**config.mk**
```make
export PLATFORM = sky130hd
export DESIGN_NAME = hidden_cpu_feeder_flat
export DESIGN_NICKNAME = d
export VERILOG_FILES = /design/src/rtl/hidden_feeder_pkg.sv /design/src/rtl/hidden_cpu_feeder_if.sv /design/src/rtl/feeder_prog_buf.sv /design/src/rtl/hidden_cpu_feeder.sv /design/src/flat_wrapper.sv
export SDC_FILE = /design/constraint.sdc
export NUM_CORES = 1
export LEC_CHECK = 0
export ABC_AREA = 1
export CORE_MARGIN = 1
export CORE_UTILIZATION = 42
export DETAILED_ROUTE_END_ITERATION = 6
export PLACE_DENSITY = 0.69
export SLEW_MARGIN = 20
export SYNTH_ARGS = -nofsm -noshare
export SYNTH_HDL_FRONTEND = slang
export SYNTH_SLANG_ARGS = --single-unit
```
**constraint.sdc**
```tcl
create_clock -name clk -period 4.12 [get_ports clk]
set_input_delay 0.412 -clock clk [delete_from_list [all_inputs] [get_ports clk]]
set_output_delay 0.412 -clock clk [all_outputs]
set_load 0.01 [all_outputs]
```
**src/rtl/hidden_feeder_pkg.sv**
```systemverilog
// Shared types and constants for the hidden CPU feeder.
// Pin map of the driven CPU: [0] clock, [1] reset, [7:2] instruction.
package hidden_feeder_pkg;

    localparam int DEPTH     = 16;
    localparam int INSTR_W   = 6;
    localparam int AW        = 4;
    localparam int CW        = 5;
    localparam int CLK_BIT   = 0;
    localparam int RST_BIT   = 1;
    localparam int INSTR_LSB = 2;

    localparam logic [CW-1:0] FULL = CW'(DEPTH);

    typedef enum logic [2:0] {
        IDLE,
        RST_LO,
        RST_HI,
        RUN_LO,
        RUN_HI,
        DONE
    } state_t;

    function automatic logic [7:0] pins(
        input logic [INSTR_W-1:0] instr,
        input logic               cclk,
        input logic               crst
    );
        logic [7:0] p;
        p                   = '0;
        p[7:INSTR_LSB]      = instr;
        p[CLK_BIT]          = cclk;
        p[RST_BIT]          = crst;
        return p;
    endfunction

endpackage

```
**src/rtl/hidden_cpu_feeder_if.sv**
```systemverilog
// Host-side program load handshake for the hidden CPU feeder.
// The host is the master; the feeder is the slave.
interface hidden_cpu_feeder_if
    import hidden_feeder_pkg::*;
();

    logic               load_valid;
    logic [INSTR_W-1:0] load_data;
    logic               load_ready;

    modport master (
        output load_valid,
        output load_data,
        input  load_ready
    );

    modport slave (
        input  load_valid,
        input  load_data,
        output load_ready
    );

endinterface

```
**src/rtl/feeder_prog_buf.sv**
```systemverilog
// 16x6 program store: one write port, one combinational read port.
// Storage is deliberately not reset.
module feeder_prog_buf
    import hidden_feeder_pkg::*;
(
    input  logic               clk,
    input  logic               we,
    input  logic [AW-1:0]      wr_addr,
    input  logic [INSTR_W-1:0] wr_data,
    input  logic [AW-1:0]      rd_addr,
    output logic [INSTR_W-1:0] rd_data
);

    logic [INSTR_W-1:0] mem [DEPTH];

    always_ff @(posedge clk) begin
        if (we) begin
            mem[wr_addr] <= wr_data;
        end
    end

    assign rd_data = mem[rd_addr];

endmodule

```
**src/rtl/hidden_cpu_feeder.sv**
```systemverilog
// Loads a short program, then clocks it into a pin-driven CPU once.
// Define HIDDEN_FEEDER_LOOP_EN to add the 'loop' port for repeated passes.
module hidden_cpu_feeder
    import hidden_feeder_pkg::*;
(
    input  logic                clk,
    input  logic                rst,
    hidden_cpu_feeder_if.slave  ld,
    input  logic                clear,
    input  logic                start,
`ifdef HIDDEN_FEEDER_LOOP_EN
    input  logic                loop,
`endif
    output logic                busy,
    output logic                done,
    output logic [7:0]          cpu_io_in,
    input  logic [7:0]          cpu_io_out,
    output logic [7:0]          result
);

    state_t             state;
    logic [CW-1:0]      count;
    logic [AW-1:0]      idx;
    logic [AW-1:0]      rd_addr;
    logic [INSTR_W-1:0] rd_data;
    logic               load_ready;
    logic               accept;
    logic               last;
    logic               loop_on;

`ifdef HIDDEN_FEEDER_LOOP_EN
    assign loop_on = loop;
`else
    assign loop_on = 1'b0;
`endif

    assign ld.load_ready = load_ready;
    assign accept = (state == IDLE) && ld.load_valid && load_ready && !clear;
    assign last   = ({1'b0, idx} == count - 5'd1);

    // Address the word the next state will present, so the pins stay registered.
    always_comb begin
        rd_addr = idx;
        case (state)
            RST_HI: rd_addr = '0;
            RUN_HI: begin
                if (!last) begin
                    rd_addr = idx + 4'd1;
                end else if (loop_on) begin
                    rd_addr = '0;
                end
            end
            default: rd_addr = idx;
        endcase
    end

    feeder_prog_buf u_buf (
        .clk     (clk),
        .we      (accept),
        .wr_addr (count[AW-1:0]),
        .wr_data (ld.load_data),
        .rd_addr (rd_addr),
        .rd_data (rd_data)
    );

    always_ff @(posedge clk or posedge rst) begin
        if (rst) begin
            state      <= IDLE;
            count      <= '0;
            idx        <= '0;
            result     <= '0;
            cpu_io_in  <= '0;
            done       <= 1'b0;
            busy       <= 1'b0;
            load_ready <= 1'b1;
        end else begin
            done <= 1'b0;
            case (state)
                IDLE: begin
                    if (clear) begin
                        count      <= '0;
                        load_ready <= 1'b1;
                    end else if (accept) begin
                        count      <= count + 5'd1;
                        load_ready <= (count != FULL - 5'd1);
                    end else if (start && count != '0) begin
                        state      <= RST_LO;
                        idx        <= '0;
                        busy       <= 1'b1;
                        load_ready <= 1'b0;
                        cpu_io_in  <= pins('0, 1'b0, 1'b1);
                    end
                end
                RST_LO: begin
                    state     <= RST_HI;
                    cpu_io_in <= pins('0, 1'b1, 1'b1);
                end
                RST_HI: begin
                    state     <= RUN_LO;
                    idx       <= '0;
                    cpu_io_in <= pins(rd_data, 1'b0, 1'b0);
                end
                RUN_LO: begin
                    state     <= RUN_HI;
                    cpu_io_in <= pins(rd_data, 1'b1, 1'b0);
                end
                RUN_HI: begin
                    result    <= cpu_io_out;
                    cpu_io_in <= pins(rd_data, 1'b0, 1'b0);
                    if (!last) begin
                        state <= RUN_LO;
                        idx   <= idx + 4'd1;
                    end else if (loop_on) begin
                        state <= RUN_LO;
                        idx   <= '0;
                    end else begin
                        state <= DONE;
                        idx   <= idx + 4'd1;
                        done  <= 1'b1;
                    end
                end
                DONE: begin
                    state      <= IDLE;
                    busy       <= 1'b0;
                    cpu_io_in  <= '0;
                    load_ready <= (count != FULL);
                end
                default: begin
                    state      <= IDLE;
                    busy       <= 1'b0;
                    cpu_io_in  <= '0;
                    load_ready <= (count != FULL);
                end
            endcase
        end
    end

endmodule
```
**src/flat_wrapper.sv**
```systemverilog
// flat-port wrapper written by rule: the top's interface ports become plain ports
module hidden_cpu_feeder_flat import hidden_feeder_pkg::*;
  (clk, rst, clear, start, busy, done, cpu_io_in, cpu_io_out, result, ld_load_valid, ld_load_data, ld_load_ready);
  hidden_cpu_feeder_if ld_i ();
  input  logic clk;
  input  logic rst;
  input  logic clear;
  input  logic start;
  output logic busy;
  output logic done;
  output logic [7:0] cpu_io_in;
  input  logic [7:0] cpu_io_out;
  output logic [7:0] result;
  input wire logic [$bits(ld_i.load_valid)-1:0] ld_load_valid;
  input wire logic [$bits(ld_i.load_data)-1:0] ld_load_data;
  output wire logic [$bits(ld_i.load_ready)-1:0] ld_load_ready;
  assign ld_i.load_valid = ld_load_valid;
  assign ld_i.load_data = ld_load_data;
  assign ld_load_ready = ld_i.load_ready;
  hidden_cpu_feeder u_core (.clk(clk), .rst(rst), .ld(ld_i), .clear(clear), .start(start), .busy(busy), .done(done), .cpu_io_in(cpu_io_in), .cpu_io_out(cpu_io_out), .result(result));
endmodule
```
After elaboration in Yosys (flattened, before gate mapping)
Memories as Yosys holds them, arrays and structs flattened.
Cells that the tools add are included.
Storage, ports and cells
  memories: 1
  word-level logic and storage cells: 69
  latch bits: 0
  flip-flop bits (word level): 31
  bits of input ports: 19
  bits in writable memories: 96
  ROM bits: 0
  output and inout bits: 19
Memory list
  u_core.u_buf.mem: words 16, width 6, read ports 1, clocked after Yosys merged registers in 0, wr ports 1, RTL line feeder_prog_buf.sv:14  | logic [INSTR_W-1:0] mem [DEPTH];
Cells by class
  reductions and logical operators: 16
  shifts and indexed selects: 0
  $add $sub $neg: 3
  $lt $le $gt $ge: 0
  divide/modulo/power cells: 0
  bitwise logic cells: 1
  eq/ne operators: 11
  multipliers: 0
  mux-type cells: 29
Operator list (number)
  8-bit one-hot mux with 4 select lines: 1
  8-bit two-way mux: 3
  4-bit two-way mux: 4
  3-bit one-hot mux with 5 select lines: 1
  3-bit two-way mux: 4
  4-bit one-hot mux with 3 select lines: 1
  1-bit two-way mux: 10
  5-bit two-way mux: 2
  4-bit one-hot mux with 2 select lines: 1
  4-bit AND reduction: 2
  3-bit by 2-bit equality test with 1-bit output (second input constant): 2
  2-bit != test (second input constant): 3
  5-bit by 1-bit adder with 5-bit output (second input constant): 1
  4-bit by 5-bit equality test with 1-bit output: 1
  5-bit by 4-bit != test with 1-bit output (second input constant): 1
  5-bit != test (second input constant): 1
  5-bit nonzero test: 1
  5-bit by 1-bit subtractor with 5-bit output (second input constant): 1
  4-bit by 1-bit adder with 4-bit output (second input constant): 1
  1-bit logical AND: 4
  4-bit by 3-bit != test with 1-bit output (second input constant): 1
  1-bit one-hot mux with 2 select lines: 2
  2-bit AND reduction: 2
  4-bit OR reduction: 1
  other kinds (9): 9

Depth between registers and ports, before layout
Gate-level depths: netlist (run 1).
  depth after elaboration: 7
  mapped depth: 20

Hierarchy
A second synthesis (run 1) with hierarchy kept.
Second synthesis, totals
  cells, all modules: 629
  area, all modules: 5918.2 um^2
By module, submodules not included
  feeder_prog_buf: instances 1, cells each 414, area an instance 4205.3 um^2
  hidden_cpu_feeder: instances 1, cells each 215, area an instance 1712.9 um^2

Worst setup path after synthesis (run 1)
OpenSTA, ideal clock, no wires.
  path type: reg2reg
  from: register u_core.count[0]
  to: register u_core.cpu_io_in[2]
  stages on the path, launching flop included: 20
  data arrival time: 2150 ps
  setup slack: 1853 ps
  buffers on the path: 2
  clock period less this slack: 2267 ps
  data required time: 4002 ps
  path through: dfrtp_1 > inv_1 > ha_1 > inv_1 > nand2_1 > nand2_1 > nor2_1 > nand2_1 > nor2_2 > nand2_1 > nand2_2 > nand2_2 > buf_2 > buf_6 > nand3_1 > nand3_1 > nand3_1 > nand3_1 > nand3_1 > nand2_1
Between the ends
  word-level cells in the longest chain between the ends: 6
  elaborated cells between the ends (all ways): 10
RTL lines
  start: declaration: RTL line hidden_cpu_feeder.sv:22  | logic [CW-1:0] count;
  start signal: assignment: RTL line hidden_cpu_feeder.sv:84  | count <= count + 5'd1;
  5-bit by 1-bit subtractor with 5-bit output: RTL line hidden_cpu_feeder.sv:39  | assign last = ({1'b0, idx} == count - 5'd1);
  4-bit by 5-bit equality test with 1-bit output: RTL line hidden_cpu_feeder.sv:39
  4-bit two-way mux: RTL line hidden_cpu_feeder.sv:47  | if (!last) begin
  4-bit one-hot mux with 2 select lines: RTL line hidden_cpu_feeder.sv:44  | case (state)
  memory 16 x 6 bit
  8-bit one-hot mux with 4 select lines: RTL line hidden_cpu_feeder.sv:78  | case (state)
  end signal: assignment: RTL line hidden_cpu_feeder.sv:91  | cpu_io_in <= pins('0, 1'b0, 1'b1);
  end signal: assignment: RTL line hidden_cpu_feeder.sv:96  | cpu_io_in <= pins('0, 1'b1, 1'b1);
  end signal: assignment: RTL line hidden_cpu_feeder.sv:101  | cpu_io_in <= pins(rd_data, 1'b0, 1'b0);
  end: declaration: RTL line hidden_cpu_feeder.sv:16  | output logic [7:0] cpu_io_in,
Parallel ways exist; a longest one is shown, timed or not.
A chain may end at the register's enable or synchronous reset.

Worst setup path in the final report (run 1)
  from: register u_core.count[0]
  to: register u_core.cpu_io_in[3]
Same word-level chain as after synthesis.

==> summary.txt, run 1 <==
CTS
  • CTS Sinks: 127
  • H-Tree Depth: 4
  • CTS tree: done
  • Reg clk slew, reported paths: ~60 ps
  • Clock latency on the worst-skew pair: between 400 and 500 ps
  • Post-cts hold buffer count: 0
  • CTS root buf: clkbuf_16
  • Number of setup buffers added after CTS: 0
  • Post-cts resize count: 0
  • CTS buffer count: 17
  • Clock Tree Buf Depth: 2

Cells and area
  • Most common cell after layout, fill and taps aside: nand3_1
  • Ant. Diodes: 0
  • Share of cells above drive strength 1: 8.51%
  • Commonest non-fill, non-tap cells in the layout: nand3_1 (141), nand2_1 (134), edfxtp_1 (96), inv_1 (38), clkdlybuf4s50_1 (37)
  • Layout Utilization: between 50% and 60%
  • Final net count: ~600
  • Syn-to-layout area delta: 19.1%
  • Final Instance Count excl. Fillers: 775

Setup path
  • Worst setup path class: reg2reg
  • Largest stage delay on the critical path: slightly above 500 ps
  • FF-to-FF path depth: 17
  • Startpoint types: flop
  • R2r startpoint: u_core.count[0]
  • Worst setup EP type: flop
  • Critical path's most frequent cell: nand2_1
  • Crit path required time: about 4400 ps
  • R2r setup slk: just under 1000 ps
  • Critical path's slowest cell: nand2_2
  • Crit-path max FO: between 40 and 50
  • RR Endpoint: u_core.cpu_io_in[3]
  • Worst EP arrival: around 3400 ps
  • Cell chain of the critical path: inv_1 > ha_1 > inv_1 > nand2_1 > nand2_1 > nor2_1 > nand2_1 > nor2_2 > nand3_2 > nand3_2 > nand2_2 > nand2_1 > nand3_1 > nand3_1 > nand3_1 > nand3_1 > nand2_1

Pwr
  • Switching Share: roughly a third
  • Gate power share: just under 30%
  • Worst VDD drop: between 200 and 300 uV
  • Sequential power share: between 30% and 40%
  • Int Power: roughly 3.0 mW
  • Leak: around 2.7 nW
  • Power per Cell Area: ~660 nW/um^2
  • Net Sw Power: 1.51 mW
  • Clk pwr share: between 30 and 40%

Synthesis
  • Post-Syn Area: ~5700 um^2
  • Post-Syn Nets: just under 600
  • Yosys warns: 0
  • Avg Cell Area, Syn: slightly above 10 um^2
  • Netlist cell types: 30
  • Mapped Cells: 551
  • Seq/Total Area, Yosys: 64.7%
  • Seq cells post-synth: approximately 130

STA
  • Worst-Margin Slew: 1050 ps
  • Final worst-path cycle share: around 76%
  • Setup TNS Final: 0 ps
  • Clk_skew: approximately 7.5 ps
  • Slew margin rel.: 29.5%
  • Final hold vios: 0
  • Minimum clock period: around 3100 ps
  • Achievable frequency: around 320 MHz
  • Post-route setup slack: 987 ps
  • Final Max Slew Viols: 0
  • Endpoints failing setup: 0
  • RSZ-0062 raised after global routing: false

Global routing
  • Antenna violations before repair: 0
  • Global-route wire length before repair: about 22 mm
  • Number of global-route vias before repair: 4288
  • Remaining Overflow, GRT: 0
  • Total GRT Usage: between 20 and 25%
  • Largest net degree at the start of global routing: 49

Placed design
  • Worst setup slack before clock tree synthesis: approximately 1000 ps
  • Routability congestion estimate: just over 0.9
  • Port bufs: 37
  • Post-DP HPWL: around 8.7 mm
  • Placed Instances: 743

Detailed routing
  • Detail Route Antenna Nets: 0
  • DR pass1 iterations: 5
  • WL final: roughly 13 mm
  • Via density: around 5.4
  • WL/cell: 17.1 um
  • Via Count: just over 4000
  • DR DRC count: 0
  • Initial DRC count: 520

Floorplan
  • Die Y-Extent: ~120 um
  • Core area: approximately 13000 um^2
  • Core Rows: 42
  • Starting Density: 42.9%
  • Die W: about 120 um
  • Boundary Pins: 38
  • Die area: roughly 14000 um^2

Hold path
  • Hold Crit Class: in2async

Run status
  • Status: complete, no violations

Job
  • Max-cap violations: 0
==> final cells by class <==
cell class,instances,area (um^2)
well taps,176,220
inverters,42,158
repair buffers,41,400
flip-flops and latches,127,3660
clock buffers,18,429
multi-input cells,357,1700
fillers,1148,6450
clock inverters,14,179
==> metrics by stage <==
stage / total power [mW] / cell area, um^2 / hold slack [ps]
after floorplan: 2.51 / 5660 / 498
after global placement: 2.92 / 6140 / 455
after detailed placement: 2.95 / 6140 / 457
after CTS: 4.49 / 6740 / 376
after global routing: 4.71 / 6740 / 414
final: 4.47 / 6740 / 366
==> power by group through the flow <==
stage | combinational [mW] | sequential [mW] | clock, mW
after floorplan | 0.841 | 1.67 | 0
after global placement | 1.27 | 1.65 | 0
after detailed placement | 1.29 | 1.66 | 0
after CTS | 1.30 | 1.63 | 1.56
after global routing | 1.45 | 1.65 | 1.60
final | 1.30 | 1.63 | 1.54
==> synth_stat cells (all sizes together) <==
library cell  number  area share [%]
a21boi             1            0.13
a21oi              5            0.64
a22oi              1            0.13
buf               21             2.3
clkbuf             4            0.27
dfrtp             30              13
dfstp              1            0.46
edfxtp            96              51
ha                 7             1.5
inv               42             2.8
nand2            139             9.4
nand3            143              13
nand3b             4            0.53
nand4              1            0.11
nor2              34             2.4
nor3               2            0.18
o21a               1            0.13
o21ai             12             1.1
o21bai             1            0.13
o22ai              4            0.44
xor2               2            0.31
==> registers in the layout (all words and copies together) (netlist names) <==
register,cells
u_core.ld.load_ready,1
u_core.count,5
u_core.state,3
u_core.idx,4
u_core.u_buf.mem,96
u_core.cpu_io_in,8
u_core.busy,1
u_core.done,1
u_core.result,8
==> logic make-up (layout without fill, tap and decap cells) <==
family / after synthesis / in the layout / share of synthesized area (%)
adder cells (fa/ha/maj): 7 / 7 / 1.55
AND/OR/NAND/NOR: 323 / 323 / 25.5
flip-flops: 127 / 127 / 64.7
XOR/XNOR: 2 / 2 / 0.310
buffers and inverters: 67 / 115 / 5.35
AO/OA/AOI/OAI: 25 / 25 / 2.67
==> how the worst max path moves through the flow <==
stage,from,end,cells past startpoint
final,u_core.count[0],u_core.cpu_io_in[3],17
after global routing,u_core.count[0],u_core.cpu_io_in[3],18
after CTS,u_core.count[0],u_core.cpu_io_in[3],17
after detailed placement,u_core.count[0],u_core.cpu_io_in[3],17
after global placement,u_core.count[0],u_core.cpu_io_in[5],17
after floorplan,u_core.count[0],u_core.cpu_io_in[2],19
==> worst max-delay path: cells and delay by family (launching register included) <==
kind	cells	cell delay (ps)
simple gates	14	2020
flops	1	460
fa+ha+maj	1	320
buf+inv	2	200
==> metal layers <==
layer / GRT usage, % / wire length (um)
met1: 25.0 / 5350
met2: 33.5 / 6650
met3: 4.80 / 818
met4: 10.5 / 414
met5: 0 / 0
Power figures use the tool's default switching activity.
==> inputs of run 2 (changes only) <==
==> constraint.sdc (replaced) <==
create_clock -name clk -period 2.9 [get_ports clk]
set_input_delay 0.29 -clock clk [delete_from_list [all_inputs] [get_ports clk]]
set_output_delay 0.29 -clock clk [all_outputs]
set_load 0.01 [all_outputs]
==> summary.txt, run 2 (synthesis gave the netlist of run 1 again) <==
Placed design
  • Post-DP HPWL: 8.79 mm (+0.96%)
  • Worst setup slack before clock tree synthesis: 293 ps (-737 ps)
  • Port bufs: 37 (unchanged)
  • Routability congestion estimate: 0.933 (+0.70%)
  • Placed Instances: 753 (+1.3%)
  • Placed Area: 6250 um^2 (+1.8%)

Global routing
  • Antenna violations before repair: 0 (unchanged)
  • Number of global-route vias before repair: 4081 (-4.8%)
  • Global-route wire length before repair: 21.6 mm (about the same)
  • Remaining Overflow, GRT: 0 (unchanged)
  • Total GRT Usage: 20.8% (+0.41 points)
  • Largest net degree at the start of global routing: 49 (unchanged)

Cells and area
  • Final Instance Count excl. Fillers: 785 (+1.3%)
  • Final net count: 622 (+1.6%)
  • Largest register FFs: 96 (unchanged)
  • Syn-to-layout area delta: 21.4%
  • Top reg by flops: u_core.u_buf.mem
  • Final instance area: 6870 um^2 (+1.9%)
  • Ant. Diodes: 0 (unchanged)
  • Commonest non-fill, non-tap cells in the layout: nand3_1 (141), nand2_1 (134), edfxtp_1 (96), inv_1 (38), clkdlybuf4s50_1 (37)
  • Number of fill cells: 1140 (-0.70%)
  • Share of cells above drive strength 1: 10.0% (+1.5 points)
  • Most common cell after layout, fill and taps aside: nand3_1
  • Layout Utilization: 52.1% (+0.98 points)
  • Top flop regs: u_core.u_buf.mem: 96 flops, u_core.cpu_io_in: 8 flops, u_core.result: 8 flops

Detailed routing
  • WL final: 13.6 mm (+2.5%)
  • Via density: 5.35 (-0.16%)
  • DR DRC count: 0 (unchanged)
  • WL/cell: 17.3 um (+1.2%)
  • Detail Route Antenna Nets: 0 (unchanged)
  • Via Count: 4199 (+1.1%)
  • Initial DRC count: 492 (-5.4%)
  • DR pass1 iterations: 5 (unchanged)

Hold path
  • Hold Crit Class: in2async

Floorplan
  • Die area: 13900 um^2 (unchanged)
  • Boundary Pins: 38 (unchanged)
  • Core area: 13200 um^2 (unchanged)
  • Die W: 118 um (unchanged)
  • Core Rows: 42 (unchanged)
  • Die Y-Extent: 118 um (unchanged)
  • Starting Density: 42.9% (unchanged)

CTS
  • Reg clk slew, reported paths: 60 ps (about the same)
  • Post-cts hold buffer count: 0 (unchanged)
  • Post-cts resize count: 0 (unchanged)
  • Number of setup buffers added after CTS: 0 (unchanged)
  • CTS tree: done
  • H-Tree Depth: 4 (unchanged)
  • CTS Sinks: 127 (unchanged)
  • CTS buffer count: 17 (unchanged)
  • Clock latency on the worst-skew pair: 410 ps (-20 ps)
  • CTS root buf: clkbuf_16
  • Clock Tree Buf Depth: 2 (unchanged)

STA
  • Hold_ws: 276 ps (-90.0 ps)
  • Slew margin rel.: 45.5% (+16 points)
  • Final hold vios: 0 (unchanged)
  • RSZ-0062 raised after global routing: false
  • Clk_skew: 10.2 ps (+2.65 ps)
  • Final Max Slew Viols: 0 (unchanged)
  • Post-route setup slack: 229 ps (-758 ps)
  • Achievable frequency: 374 MHz (+17%)
  • Endpoints failing setup: 0 (unchanged)
  • Minimum clock period: 2670 ps (-462 ps)
  • Setup TNS Final: 0 ps (unchanged)
  • Worst-Margin Slew: 815 ps (-234 ps)
  • Final worst-path cycle share: 92.1% (+16 points)

Setup path
  • Critical path's slowest cell: nand2_2
  • Largest stage delay on the critical path: 400 ps (-110 ps)
  • R2r setup slk: 230 ps (-760 ps)
  • Startpoint types: flop
  • Worst setup EP type: flop
  • Critical path's most frequent cell: nand2_1
  • Crit path max-delay family: simple AND/OR/NAND/NOR gates
  • Cell chain of the critical path: inv_1 > ha_1 > inv_1 > nand2_1 > nand2_1 > nor2_1 > nand2_1 > nor2_2 > nand3_2 > nand2_2 > nand2_1 > nand2_2 > nand3_1 > nand3_1 > nand3_1 > nand3_1 > nand2_1
  • Worst EP arrival: 2970 ps (-470 ps)
  • FF-to-FF path depth: 17 (unchanged)
  • Buf/Inv on CP: 2 (unchanged)
  • Worst setup path class: reg2reg
  • Crit path required time: 3200 ps (-1230 ps)
  • R2r startpoint: u_core.count[1]
  • Crit-path max FO: 24 (-50%)
  • RR Endpoint: u_core.cpu_io_in[7]

Pwr
  • Leak: 2.76 nW (+2.8%)
  • Pwr Total: 6.46 mW (+45%)
  • Power per Cell Area: 940 nW/um^2 (+42%)
  • Worst VDD drop: 436 uV (+62%)

Run status
  • Status: complete, no violations

Job
  • Max-cap violations: 0 (unchanged)
==> run 2: cell types whose count changed in the layout (fill, tap and decap cells not counted) <==
cell | previous run | this run
inv_6 | 6 | 3
buf_12 | 0 | 3
clkbuf_8 | 0 | 3
clkinv_4 | 1 | 2
buf_4 | 4 | 11
clkinvlp_4 | 3 | 2
==> run 2: metal layers <==
metal  up-vias  global-route usage (%)  wire [um]
met1      2011                    28.2       5740
met5         -                       0          0
met2       181                    32.4       6560
met4         0                    9.38        303
met3        31                    4.02        975
li1       1976                       -          -
==> run 2: final cells by class <==
class                           count  area, um^2  area share, %
Clock buffer                       21         470           6.85
Clock inverter                     11         154           2.24
Inverter                           42         158           2.29
Multi-Input combinational cell    357        1700           24.7
Sequential cell                   127        3660           53.2
Tap cell                          176         220           3.20
Timing Repair Buffer               51         513           7.46
==> run 2: worst reg2reg max path, stage by stage (launching register included) <==
cell and delay, ps:
dfrtp_1 390, inv_1 130, ha_1 320, inv_1 50, nand2_1 60, nand2_1 40
nor2_1 80, nand2_1 60, nor2_2 110, nand3_2 130, nand2_2 140, nand2_1 70
nand2_2 400, nand3_1 150, nand3_1 120, nand3_1 130, nand3_1 120, nand2_1 60
==> run 2: worst max path at each step <==
stage / slack [ps] / cells past startpoint / startpoint / end
after floorplan: 630 / 19 / u_core.count[0] / u_core.cpu_io_in[2]
after global placement: 350 / 18 / u_core.count[1] / u_core.cpu_io_in[5]
after detailed placement: 290 / 17 / u_core.count[1] / u_core.cpu_io_in[5]
after CTS: 280 / 17 / u_core.count[1] / u_core.cpu_io_in[7]
after global routing: 20 / 16 / u_core.count[1] / u_core.cpu_io_in[6]
final: 230 / 17 / u_core.count[1] / u_core.cpu_io_in[7]
==> run 2: power breakdown <==
| part | total, mW | switching, mW | internal [mW] | leakage (nW) |
|---|---|---|---|---|
| combinational | 1.94 | 1.21 | 0.728 | 1.21 |
| clock | 2.20 | 0.767 | 1.43 | 0.301 |
| sequential | 2.32 | 0.160 | 2.16 | 1.26 |
| total | 6.46 | 2.14 | 4.32 | 2.76 |
==> inputs of run 3 (changes only) <==
--- a/config.mk
+++ b/config.mk
@@ -9,8 +9,10 @@
 export CORE_MARGIN = 1
 export CORE_UTILIZATION = 42
 export DETAILED_ROUTE_END_ITERATION = 6
-export PLACE_DENSITY = 0.69
+export DONT_BUFFER_PORTS = 1
+export PLACE_DENSITY = 0.65
 export SLEW_MARGIN = 20
 export SYNTH_ARGS = -nofsm -noshare
 export SYNTH_HDL_FRONTEND = slang
+export SYNTH_HIERARCHICAL = 1
 export SYNTH_SLANG_ARGS = --single-unit
==> summary.txt, run 3 <==
Placed design
  • Port bufs: 0 (-100%)
  • Worst setup slack before clock tree synthesis: -48.3 ps (-342 ps)
  • Post-DP HPWL: 8.76 mm (-0.32%)
  • Placed Instances: 798 (+6.0%)
  • Routability congestion estimate: 0.863 (-7.4%)

Setup path
  • Critical path's most frequent cell: nand2_1
  • Cell chain of the critical path: inv_2 > ha_1 > nand2_1 > inv_1 > nor2_1 > nand3_1 > nor2_4 > nand3_2 > nand2_2 > nand2_2 > nand2_8 > clkbuf_16 > nand2_1 > nand2_1 > nand2_1 > nand3_1 > nand3_1 > nand2_1 > inv_1 > o21ai_0
  • Largest stage delay on the critical path: 380 ps (-20 ps)
  • Worst setup path class: reg2reg
  • Worst EP arrival: 3060 ps (+90 ps)
  • Critical path's slowest cell: dfrtp_1
  • Worst setup EP type: flop
  • Crit path required time: 3190 ps (about the same)
  • Crit-path max FO: 7 (-71%)
  • Crit path max-delay family: simple AND/OR/NAND/NOR gates
  • Buf/Inv on CP: 4 (+2)
  • Startpoint types: flop

Floorplan
  • Die Y-Extent: 121 um (+2.2%)
  • Boundary Pins: 38 (unchanged)
  • Core area: 13800 um^2 (+4.8%)
  • Die area: 14600 um^2 (+4.5%)
  • Die W: 121 um (+2.2%)
  • Core Rows: 43 (+2.4%)
  • Starting Density: 42.8% (-0.11 points)

Cells and area
  • Top reg by flops: u_core/u_buf/mem
  • Final net count: 686 (+10%)
  • Largest register FFs: 96 (unchanged)
  • Syn-to-layout area delta: 19.7%
  • Number of fill cells: 1198 (+5.1%)
  • Commonest non-fill, non-tap cells in the layout: nand2_1 (214), inv_1 (96), edfxtp_1 (96), nand3_1 (86), dfrtp_1 (30)
  • Layout Utilization: 51.2% (-0.87 points)
  • Most common cell after layout, fill and taps aside: nand2_1
  • Top flop regs: u_core/u_buf/mem: 96 flops, u_core/cpu_io_in: 8 flops, u_core/result: 8 flops
  • Final Instance Count excl. Fillers: 856 (+9.0%)
  • Ant. Diodes: 0 (unchanged)
  • Share of cells above drive strength 1: 12.4% (+2.4 points)

Synthesis
  • Largest cells by area after synthesis: edfxtp_1 (49%), nand2_1 (14%), dfrtp_1 (13%), nand3_1 (7.4%), inv_1 (6.2%)
  • Mapped Cells: 629 (+14%)
  • Area share of the largest cell type after synthesis: 48.7% (-2.2 points)
  • EDFF count, synth: 96 (unchanged)
  • Yosys top cell by area: edfxtp_1
  • Async SR Flop Fraction: 24.4% (unchanged)
  • Avg Cell Area, Syn: 9.41 um^2 (-8.4%)
  • Synth Area in Simple Gates: 26.3% (+0.88 points)
  • Main synth FF type: edfxtp_1
  • Mux contribution to synthesized area: 0% (unchanged)
  • Seq cells post-synth: 127 (unchanged)
  • Post-Syn Nets: 652 (+13%)
  • Synth Area in Compound Gates: 1.90% (-0.77 points)
  • Seq/Total Area, Yosys: 61.8% (-2.8 points)
  • Most instantiated cells after synthesis: nand2_1 (217), inv_1 (98), edfxtp_1 (96)
  • Synth Area in Adders: 0.846% (-0.70 points)
  • Netlist cell types: 33 (+10%)
  • Largest family of logic cells by synthesized area: simple AND/OR/NAND/NOR gates
  • Yosys warns: 6 (+6)
  • Synth Area in XOR/XNOR: 0.296% (-0.013 points)
  • Post-Syn Area: 5920 um^2 (+4.6%)
  • Cell with the most instances after synthesis: nand2_1

Detailed routing
  • Initial DRC count: 519 (+5.5%)
  • DR DRC count: 0 (unchanged)
  • WL/cell: 16.9 um (-2.4%)
  • Via Count: 4406 (+4.9%)
  • DR pass1 iterations: 7 (+2)
  • WL final: 14.5 mm (+6.5%)
  • Detail Route Antenna Nets: 0 (unchanged)
  • Via density: 5.15 (-3.8%)

Hold path
  • Hold Crit Class: in2reg

CTS
  • H-Tree Depth: 4 (unchanged)
  • Reg clk slew, reported paths: 60 ps (about the same)
  • CTS buffer count: 17 (unchanged)
  • Clock Tree Buf Depth: 2 (unchanged)
  • Clock latency on the worst-skew pair: 420 ps (about the same)
  • CTS root buf: clkbuf_16
  • CTS tree: done
  • CTS Sinks: 127 (unchanged)

Pwr
  • Worst VDD drop: 471 uV (+8.0%)
  • Sequential power share: 34.9% (-1.1 points)
  • Pwr Total: 6.93 mW (+7.4%)
  • Switching Share: 37.8% (+4.7 points)
  • Power per Cell Area: 979 nW/um^2 (+4.2%)
  • Clk pwr share: 29.9% (-4.1 points)
  • Net Sw Power: 2.62 mW (+23%)
  • Gate power share: 35.1% (+5.0 points)
  • Int Power: 4.31 mW (-0.15%)
  • Leak: 3.15 nW (+14%)

STA
  • Minimum clock period: 2760 ps (+93.6 ps)
  • Final worst-path cycle share: 95.3% (+3.2 points)
  • Slew margin rel.: 46.1% (+0.61 points)
  • Final hold vios: 0 (unchanged)
  • Endpoints failing setup: 0 (unchanged)
  • Achievable frequency: 362 MHz (-3.4%)
  • Clk_skew: 4.41 ps (-5.76 ps)
  • Worst-Margin Slew: 806 ps (-9.31 ps)
  • Post-route setup slack: 135 ps (-93.6 ps)
  • Final Max Slew Viols: 0 (unchanged)

Global routing
  • Remaining Overflow, GRT: 0 (unchanged)
  • Global-route wire length before repair: 20.8 mm (-3.7%)
  • Antenna violations before repair: 0 (unchanged)
  • Largest net degree at the start of global routing: 49 (unchanged)
  • Total GRT Usage: 19.3% (-1.5 points)
  • Number of global-route vias before repair: 4036 (-1.1%)

Job
  • Max-cap violations: 0 (unchanged)

Run status
  • Status: complete, no violations
==> run 3: changes by cell type in the layout (fill, tap and decap cells not counted), moves of 5 or more <==
cell	before	now
dlygate4sd3_1	0	15
nand2_1	134	214
nand3_1	141	86
nor2_4	0	5
nor2_1	31	25
clkdlybuf4s50_1	37	0
inv_1	38	96
==> run 3: area by class of cell <==
class	count	area, um^2	share of cell area, %
timing repair inverter	3	30.0	0.424
tap	180	225	3.18
clock inverter	15	163	2.30
multi-input combinational	376	1770	24.9
sequential	127	3660	51.7
timing repair buffer	31	377	5.32
clock buffer	17	425	6.00
inverter	107	439	6.20
==> run 3: path summary, 6_finish.rpt <==
path / endpoint / slack (ps) / depth (start not counted) / from
setup / recovery: u_core/cpu_io_in[7] / 140 / 20 / u_core/count[1]
hold / removal: u_core/count[2] / 110 / 3 / clear
setup reg to reg: u_core/cpu_io_in[7] / 140 / 20 / u_core/count[1]
hold reg to reg: u_core/ld.load_ready / 500 / 2 / u_core/ld.load_ready
max in group asynchronous: u_core/ld.load_ready / 2150 / 3 / rst
min in group asynchronous: u_core/result[7] / 410 / 3 / rst
==> run 3: timing repair <==
item	in CTS	in global routing
endpoints found under the setup margin	5	6
resized for setup	3	16
hold buffers	15	0
setup buffers	0	5
cloned	0	6
pin swaps	0	1
hold endpoints to repair	134	0
==> run 3: metal layers <==
layer  up-vias  GRT usage, %  part of all wire, %
met2       207          31.5                   49
met1      2093          25.0                   41
li1       2078             -                    -
met5         -             0                    0
met3        28          4.39                  7.8
met4         0          7.18                  2.8
==> run 3: per-stage QoR <==
step | area [um^2] | hold WS [ps] | setup TNS [ps]
floorplan | 5920 | 389 | 0
global placement | 6090 | 300 | 0
detailed placement | 6090 | 305 | -107
CTS | 6840 | 97.8 | 0
global route | 7080 | 125 | -145
finish | 7080 | 110 | 0
==> run 3: power groups by stage <==
stage	Sequential, mW	Combinational, mW	Clock, mW
6_report	2.42	2.44	2.07
5_1_grt	2.44	2.67	2.18
4_1_cts	2.42	2.00	2.11
3_5_place_dp	2.46	1.94	0
3_3_place_gp	2.45	1.89	0
2_1_floorplan	2.40	1.55	0
==> run 3: cell families after synthesis <==
family	count (synthesis)
AND/OR/NAND/NOR	351
buffers and inverters	126
adder cells (fa/ha/maj)	4
flip-flops	127
AO/OA/AOI/OAI	19
XOR/XNOR	2
==> run 3: tightest hold or removal path, cell delays in order <==
cell and delay (ps):
inv_1 60, nand2_1 70, a21oi_1 60
